[config.mk]
export PLATFORM = sky130hd
export DESIGN_NAME = rr_arb8_ctrl_flat
export DESIGN_NICKNAME = d
export VERILOG_FILES = /design/src/rtl/rr_arb8_ctrl_if.sv /design/src/rtl/rr_arb8_ctrl.sv /design/src/flat_wrapper.sv
export SDC_FILE = /design/constraint.sdc
export NUM_CORES = 1
export LEC_CHECK = 0
export ABC_AREA = 1
export ABC_CLOCK_PERIOD_IN_PS = 4300
export BUFFER_PORTS_ARGS = -buffer_cell sky130_fd_sc_hd__buf_2
export CAP_MARGIN = 25
export CORE_MARGIN = 1.5
export CORE_UTILIZATION = 50
export CTS_BUF_LIST = sky130_fd_sc_hd__clkbuf_8
export DETAILED_ROUTE_END_ITERATION = 8
export PLACE_DENSITY = 0.7
export SLEW_MARGIN = 20
export SYNTH_ARGS = -nofsm -noshare
export SYNTH_HDL_FRONTEND = slang
export SYNTH_SLANG_ARGS = --single-unit
[constraint.sdc]
create_clock -name i_clk -period 4.3 [get_ports i_clk]
set_input_delay 0.645 -clock i_clk [delete_from_list [all_inputs] [get_ports i_clk]]
set_output_delay 0.645 -clock i_clk [all_outputs]
set_load 0.01 [all_outputs]
[src/rtl/rr_arb8_ctrl_if.sv]
// Request/grant bundle between the 8 requesters and the round-robin arbiter.
// The arbiter connects through the slave modport; the requester side (or a
// bench) connects through the master modport.
interface rr_arb8_ctrl_if;
  logic [7:0] i_req;
  logic [7:0] o_gnt;
  logic [2:0] o_gnt_bin;
  logic       o_gnt_valid;
  logic       o_preempt;

  modport master (
    output i_req,
    input  o_gnt,
    input  o_gnt_bin,
    input  o_gnt_valid,
    input  o_preempt
  );

  modport slave (
    input  i_req,
    output o_gnt,
    output o_gnt_bin,
    output o_gnt_valid,
    output o_preempt
  );
endinterface

[src/rtl/rr_arb8_ctrl.sv]
// Round-robin arbiter for 8 requesters sharing one resource.
// The owner keeps the grant while it requests; a hold-limit timer forces
// rotation when the owner has held MAX_HOLD cycles and someone else waits.
// o_gnt is registered; o_gnt_bin / o_gnt_valid are decoded from it only.
module rr_arb8_ctrl #(
  parameter int unsigned MAX_HOLD = 16,
  parameter int unsigned HOLD_W   = 5
) (
  input  logic           i_clk,
  input  logic           i_rst_n,
  rr_arb8_ctrl_if.slave  bus
);

  typedef enum logic {
    IDLE = 1'b0,
    BUSY = 1'b1
  } state_t;

  localparam logic [HOLD_W-1:0] HOLD_MAX  = HOLD_W'(MAX_HOLD);
  localparam logic [HOLD_W-1:0] HOLD_LAST = HOLD_W'(MAX_HOLD - 1);

  state_t            state, state_nxt;
  logic [7:0]        gnt, gnt_nxt;
  logic [2:0]        ptr, ptr_nxt;
  logic [HOLD_W-1:0] cnt, cnt_nxt;
  logic              preempt, preempt_nxt;

  logic [7:0]        search_req;
  logic [2:0]        win;
  logic              found;
  logic [2:0]        idx;
  logic              owner_req;

  // Round-robin search: first set bit of search_req from ptr upward, mod 8.
  // While BUSY the current owner is masked out so a release or preemption
  // always moves the grant to a different requester.
  always_comb begin
    search_req = (state == BUSY) ? (bus.i_req & ~gnt) : bus.i_req;
    win        = '0;
    found      = 1'b0;
    idx        = '0;
    for (int unsigned i = 0; i < 8; i++) begin
      idx = ptr + 3'(i);
      if (!found && search_req[idx]) begin
        found = 1'b1;
        win   = idx;
      end
    end
  end

  // Next-state, grant, pointer, hold counter and preempt pulse.
  always_comb begin
    state_nxt   = state;
    gnt_nxt     = gnt;
    ptr_nxt     = ptr;
    cnt_nxt     = cnt;
    preempt_nxt = 1'b0;
    owner_req   = |(bus.i_req & gnt);

    unique case (state)
      IDLE: begin
        if (found) begin
          state_nxt = BUSY;
          gnt_nxt   = 8'(1) << win;
          ptr_nxt   = win + 3'd1;
          cnt_nxt   = '0;
        end
      end
      BUSY: begin
        if (!owner_req) begin
          // Release wins over a coinciding hold expiry: no preempt pulse.
          cnt_nxt = '0;
          if (found) begin
            gnt_nxt = 8'(1) << win;
            ptr_nxt = win + 3'd1;
          end else begin
            state_nxt = IDLE;
            gnt_nxt   = '0;
          end
        end else if ((MAX_HOLD != 0) && (cnt >= HOLD_LAST) && found) begin
          // ">=" so an owner parked at the saturated count still yields
          // as soon as a competitor appears.
          gnt_nxt     = 8'(1) << win;
          ptr_nxt     = win + 3'd1;
          cnt_nxt     = '0;
          preempt_nxt = 1'b1;
        end else if (cnt < HOLD_MAX) begin
          cnt_nxt = cnt + 1'b1;
        end
      end
      default: begin
        state_nxt = IDLE;
        gnt_nxt   = '0;
        cnt_nxt   = '0;
      end
    endcase
  end

  // State and output registers with synchronous active-low reset.
  always_ff @(posedge i_clk) begin
    if (!i_rst_n) begin
      state   <= IDLE;
      gnt     <= '0;
      ptr     <= '0;
      cnt     <= '0;
      preempt <= 1'b0;
    end else begin
      state   <= state_nxt;
      gnt     <= gnt_nxt;
      ptr     <= ptr_nxt;
      cnt     <= cnt_nxt;
      preempt <= preempt_nxt;
    end
  end

  // Output decode from the registered grant only, one-hot encoder style.
  always_comb begin
    bus.o_gnt          = gnt;
    bus.o_gnt_bin[0]   = gnt[1] | gnt[3] | gnt[5] | gnt[7];
    bus.o_gnt_bin[1]   = gnt[2] | gnt[3] | gnt[6] | gnt[7];
    bus.o_gnt_bin[2]   = gnt[4] | gnt[5] | gnt[6] | gnt[7];
    bus.o_gnt_valid    = |gnt;
    bus.o_preempt      = preempt;
  end

`ifndef SYNTHESIS
  a_gnt_onehot0: assert property (@(posedge i_clk) $onehot0(gnt));
  a_preempt_has_gnt: assert property (@(posedge i_clk) preempt |-> (|gnt));
`endif

endmodule
[src/flat_wrapper.sv]
// flat-port wrapper written by rule: the top's interface ports become plain ports
module rr_arb8_ctrl_flat 
#(
  parameter int unsigned MAX_HOLD = 16,
  parameter int unsigned HOLD_W   = 5
)
  (i_clk, i_rst_n, bus_i_req, bus_o_gnt, bus_o_gnt_bin, bus_o_gnt_valid, bus_o_preempt);
  rr_arb8_ctrl_if bus_i ();
  input  logic i_clk;
  input  logic i_rst_n;
  input wire logic [$bits(bus_i.i_req)-1:0] bus_i_req;
  output wire logic [$bits(bus_i.o_gnt)-1:0] bus_o_gnt;
  output wire logic [$bits(bus_i.o_gnt_bin)-1:0] bus_o_gnt_bin;
  output wire logic [$bits(bus_i.o_gnt_valid)-1:0] bus_o_gnt_valid;
  output wire logic [$bits(bus_i.o_preempt)-1:0] bus_o_preempt;
  assign bus_i.i_req = bus_i_req;
  assign bus_o_gnt = bus_i.o_gnt;
  assign bus_o_gnt_bin = bus_i.o_gnt_bin;
  assign bus_o_gnt_valid = bus_i.o_gnt_valid;
  assign bus_o_preempt = bus_i.o_preempt;
  rr_arb8_ctrl #(.MAX_HOLD(MAX_HOLD), .HOLD_W(HOLD_W)) u_core (.i_clk(i_clk), .i_rst_n(i_rst_n), .bus(bus_i));
endmodule
# Word-level counts from Yosys, hierarchy flattened
# Index checks and enable logic that the tools add are counted.
[classes]
n_addsub = 9
multipliers = 0
div_mod_pow = 0
magnitude_cmp = 10
eq_ne = 3
n_shift = 1
muxes = 51
n_bitwise = 13
n_reduce_logical = 20
[op_table]
columns = ["op", "count"]
rows = [
  ["$mux W8", 5],
  ["$mux W3", 11],
  ["$lt A3 B4 Y1 const B", 8],
  ["$bmux W1 S3", 8],
  ["$mux W5", 4],
  ["$mux W1", 19],
  ["$and A8 B8 Y8", 2],
  ["$pmux W8 S2", 1],
  ["$reduce_or A8 Y1", 2],
  ["$add A3 B3 Y3 const B", 4],
  ["$pmux W5 S2", 1],
  ["$or A1 B1 Y1", 9],
  ["$logic_and A1 B1 Y1", 8],
  ["$not A8 Y8", 1],
  ["$shl A1 B3 Y8 const A", 1],
  ["$logic_not A1 Y1", 7],
  ["$add A3 B1 Y3 const B", 2],
  ["$add A3 B2 Y3 const B", 2],
  ["$pmux W3 S2", 1],
  ["$add A5 B1 Y5 const B", 1],
  ["$ge A5 B4 Y1 const B", 1],
  ["$lt A5 B5 Y1 const B", 1],
  ["$ne A4 B4 Y1 const B", 1],
  ["$reduce_and A2 Y1", 2],
  ["other kinds (5)", 5],
]
[totals]
reg_bits = 18
latchBits = 0
ram_bits = 0
romBits = 0
in_bits = 10
out_inout_bits = 13
wordCells = 112
memories = 0

# Longest topological paths before layout
[depth]
depth_word = 31
depth_mapped = 22
mapped_depth_nobuf = 20

# Worst setup path after synthesis
# OpenSTA, ideal clock, no wires.
[synth_timing]
path_kind = "reg-to-reg"
from = "register u_core.ptr[0]"
to = "register u_core.ptr[2]"
setup_time_ps = 70
arrival_time_ps = 2957
t_required_ps = 4230
slack_ps = 1273
path_stages_with_launch = 20
path_buffers = 2
synth_period_minus_slack_ps = 3027
cell_sequence = "dfxtp_1 -> buf_6 -> inv_2 -> buf_6 -> ha_1 -> inv_1 -> nand3_1 -> nand3_2 -> nand2_4 -> nor2_8 -> nand4_4 -> nor2_8 -> nand3b_2 -> o21ai_0 -> inv_1 -> ha_1 -> ha_1 -> nand3_1 -> nand2_1 -> a21oi_1"
[synth_between]
elab_chain_cells = 28
elab_cells_between_ends = 60
cone_classes = "8 x add/sub; 1 x eq/ne; 36 x mux; 15 x reduce/logical"
[synth_lines]
columns = ["item", "line_no", "text"]
rows = [
  ["start, declared", "rr_arb8_ctrl.sv:24", "logic [2:0] ptr, ptr_nxt;"],
  ["start signal, assigned", "rr_arb8_ctrl.sv:110", "ptr <= ptr_nxt;"],
  ["parallel branches: the longest is 28 deep, another holds $add A3 B1 Y3", "-", ""],
]
# Parallel ways; which one is timed is not known. The select of a mux whose other input is x is not followed.
# A chain may end at the register's enable or synchronous reset.

# Worst setup path in the final report
# Same ends and word-level chain as after synthesis.

==> results by group <==
Outcome
  – Outcome: complete, no violations

Worst setup path
  – Crit path buf inv count: 3
  – Crit-path cells: inv_2, ha_1, inv_1, nand3_1, nand2_1, nand2_1, nand2_1, nand4_4, nor2_8, nand3b_2, o21ai_0, inv_1, ha_1, ha_1, nand3_1, nand2_1, a21oi_1
  – Critical path's top delay family: simple AND/OR/NAND/NOR gates
  – Slowest stage delay, CP: approximately 560 ps
  – Slowest cell on crit path: dfxtp_1
  – Worst setup SP type: flip-flop
  – Worst EP required: roughly 4500 ps
  – CP dominant cell by count: nand2_1
  – Crit Path Max Fanout: 11
  – Worst setup path class: flip-flop to flip-flop
  – CP endpoint kind: flip-flop
  – Critical path arrival: 3750 ps

Clock network
  – Sink Count: 18
  – CTS tree: done
  – Clock transition at path regs: approximately 70 ps
  – Maximum clock insertion buffer count: 2
  – Worst-Skew Late Latency: approximately 250 ps
  – H-tree lvl count: 1
  – Number of buffers inserted by hold repair at cts: 0
  – Post-CTS resize count: 0
  – Inserted Clock Buffers: 3
  – Post-CTS setup buffer count: 0
  – CTS Root Cell: clkbuf_8

Detailed routing
  – Routed via count: approximately 1900
  – Via-to-Cell Ratio: 5.38
  – Routed wire per std cell: 12.6 microns
  – Initial DRC count: around 180
  – Detail Route Antenna Nets: 0
  – # DRC: 0
  – Final WL: around 4.4 mm
  – Number of detailed-route iterations in the first pass: 5

Synthesis
  – Cell variety after synth: 38
  – Mux cell area share after synthesis: 0%
  – Warnings, synthesis: 0
  – Post-synthesis cell count: between 200 and 300
  – Flop and latch count out of synthesis: 18
  – Simple-gate share of the synthesized area: roughly 50%
  – Mapped Area: 1880 sq um
  – Syn nets: ~300
  – Largest family of logic cells by synthesized area: simple AND/OR/NAND/NOR gates
  – Post-Synth Adder-Cell Area: between 6 and 7%
  – Compound-Gate Fraction of Synth Area: 9.39%
  – Post-synthesis sequential area ratio: between 10% and 20%
  – Synth Area in XOR/XNOR: under 10%
  – Avg Cell Area, Syn: between 6 and 7 sq um

Layout
  – Antenna Cells: 0
  – Share of layout cells above drive strength 1: approximately 21%
  – Final Util: ~56%
  – Final Cell Area: slightly above 2000 sq um
  – Layout area overhead: 9.26%
  – Nets@finish: 323

Place
  – Post-Place Setup Slack: around 770 ps
  – Cell area after placement: ~2000 sq um
  – Post-DP HPWL: approximately 3.6 mm
  – Placer Congestion: 0.946
  – PortBufs: 22

STA
  – Slew headroom: 69.4%
  – Setup TNS: 0 ps
  – Clock skew: ~3.5 ps
  – Final setup viols: 0
  – Hold Vio Cnt, Final: 0
  – Final Max Tran Viols: 0
  – Fmax: ~280 MHz
  – RSZ-0062 raised after global routing: no
  – Slew @ Worst Pin: about 460 ps
  – Post-layout minimum cycle time: between 3000 and 4000 ps
  – Fin worst setup slack: about 740 ps
  – Period utilization: roughly 83%
  – WHS: 493 ps

Global routing
  – GR Overflow Total: 0
  – First-pass GRT wire length: around 7.7 mm
  – Largest net degree at the start of global routing: 18
  – Vias in the first global route: 1709
  – Initial antenna violation count: 0
  – GRT Overall Usage: a little under a quarter

Floorplanning
  – Die H: about 64 microns
  – Die area: a little over 4000 sq um
  – Core area: between 3000 and 4000 sq um
  – Cell row count: 22
  – Initial Utilization: a little over 50%
  – Top-level port count: 23
  – Die width: between 60 and 70 microns

Run
  – Max cap viols: 0

Power
  – Pwr dens: between 800 and 900 nW/um^2
  – Peak supply drop: 0.000288 V
  – Leak pwr: approximately 0.0011 uW

Worst hold path
  – Worst Hold Class: flip-flop to flip-flop
==> worst paths after layout <==
path                                            startpoint                         end  slack [ps]  cells past startpoint
worst max-delay path            u_core.ptr[0]$_SDFFE_PN0P_  u_core.ptr[2]$_SDFFE_PN0P_         740                     17
worst min-delay path            u_core.cnt[1]$_SDFFE_PN0P_  u_core.cnt[1]$_SDFFE_PN0P_         490                      2
worst max register to register  u_core.ptr[0]$_SDFFE_PN0P_  u_core.ptr[2]$_SDFFE_PN0P_         740                     17
worst min register to register  u_core.cnt[1]$_SDFFE_PN0P_  u_core.cnt[1]$_SDFFE_PN0P_         490                      2
==> cell families after synthesis <==
logic type	Yosys count
fa+ha+maj	10
buf+inv	43
simple gates	181
xor+xnor	6
flops	18
compound gates	25
==> layout make-up <==
cell class              count  area [sq um]
repair buffers             22           110
inverters                  36           135
fillers                   368          1580
clock buffers               4          55.1
flip-flops and latches     18           360
well taps                  48          60.1
multi-input cells         222          1330
==> sequential cells by signal (all words and copies together) (netlist names) <==
name,cells
u_core.ptr,3
u_core.bus.o_gnt,8
u_core.bus.o_preempt,1
u_core.cnt,5
u_core.state,1
==> report_power, final <==
part / internal, uW / total (uW) / leakage [uW] / switching [uW]
clock: 81.3 / 137 / 0.0000288 / 55.9
sequential: 212 / 292 / 0.000147 / 80.3
combinational: 483 / 1400 / 0.000890 / 922
==> per-layer routing <==
metal / global-route usage, % / vias up / routed length [microns]
met5: 0 / - / 0
met4: 5.85 / 0 / 66
met3: 4.58 / 6 / 251
met2: 37.8 / 50 / 1920
met1: 32.1 / 853 / 2160
li1: - / 974 / -
==> placed cells by master (no fill, tap or decap), types with 3 or more instances in the layout <==
cell	synthesis	routed
a21oi_1	8	8
buf_2	2	22
clkbuf_8	0	4
dfxtp_1	18	18
ha_1	10	10
inv_1	33	33
nand2_1	68	68
nand2_2	3	3
nand2_4	4	4
nand3_1	42	42
nand3_2	14	14
nand4_1	6	6
nor2_1	35	35
o311ai_0	3	3
xor2_1	3	3
==> synth_stat cells <==
| library cell | instances | area [sq um] |
|---|---|---|
| nand2_1 | 68 | 255 |
| nand3_1 | 42 | 210 |
| nor2_1 | 35 | 131 |
| inv_1 | 33 | 124 |
| dfxtp_1 | 18 | 360 |
| nand3_2 | 14 | 140 |
| ha_1 | 10 | 125 |
| a21oi_1 | 8 | 40.0 |
| nand4_1 | 6 | 37.5 |
| nand2_4 | 4 | 45.0 |
| nand2_2 | 3 | 18.8 |
| o311ai_0 | 3 | 26.3 |
| xor2_1 | 3 | 26.3 |
| a21oi_2 | 2 | 17.5 |
| a22o_1 | 2 | 17.5 |
| buf_2 | 2 | 10.0 |
| buf_4 | 2 | 15.0 |
| buf_6 | 2 | 22.5 |
| inv_2 | 2 | 7.51 |
| nor2_2 | 2 | 12.5 |
| nor2_8 | 2 | 40.0 |
| o211ai_1 | 2 | 15.0 |
| o21ai_0 | 2 | 10.0 |
| xnor2_1 | 2 | 17.5 |
| a22oi_1 | 1 | 7.51 |
| a31oi_2 | 1 | 12.5 |
| buf_1 | 1 | 3.75 |
| clkinv_1 | 1 | 3.75 |
| nand3_4 | 1 | 17.5 |
| nand3b_2 | 1 | 11.3 |
| nand4_2 | 1 | 12.5 |
| nand4_4 | 1 | 21.3 |
| nor3_1 | 1 | 5.00 |
| o2111ai_1 | 1 | 8.76 |
| o21ai_1 | 1 | 5.00 |
| o21ai_2 | 1 | 8.76 |
| o21bai_1 | 1 | 7.51 |
| xor2_4 | 1 | 27.5 |
==> tightest hold or removal path, cell delays in order, from the launching register on <==
cell     delay [ps]
dfxtp_1         330
nand2_1          60
a21oi_1          50
==> through the flow <==
| step | cells | total power, uW |
|---|---|---|
| 2_1_floorplan | 283 | 1400 |
| 3_3_place_gp | 346 | 1700 |
| 3_5_place_dp | 346 | 1700 |
| 4_1_cts | 350 | 1840 |
| 5_1_grt | 350 | 2050 |
| 6_report | 350 | 1830 |
Note: power is estimated with default switching activity, not from simulation.
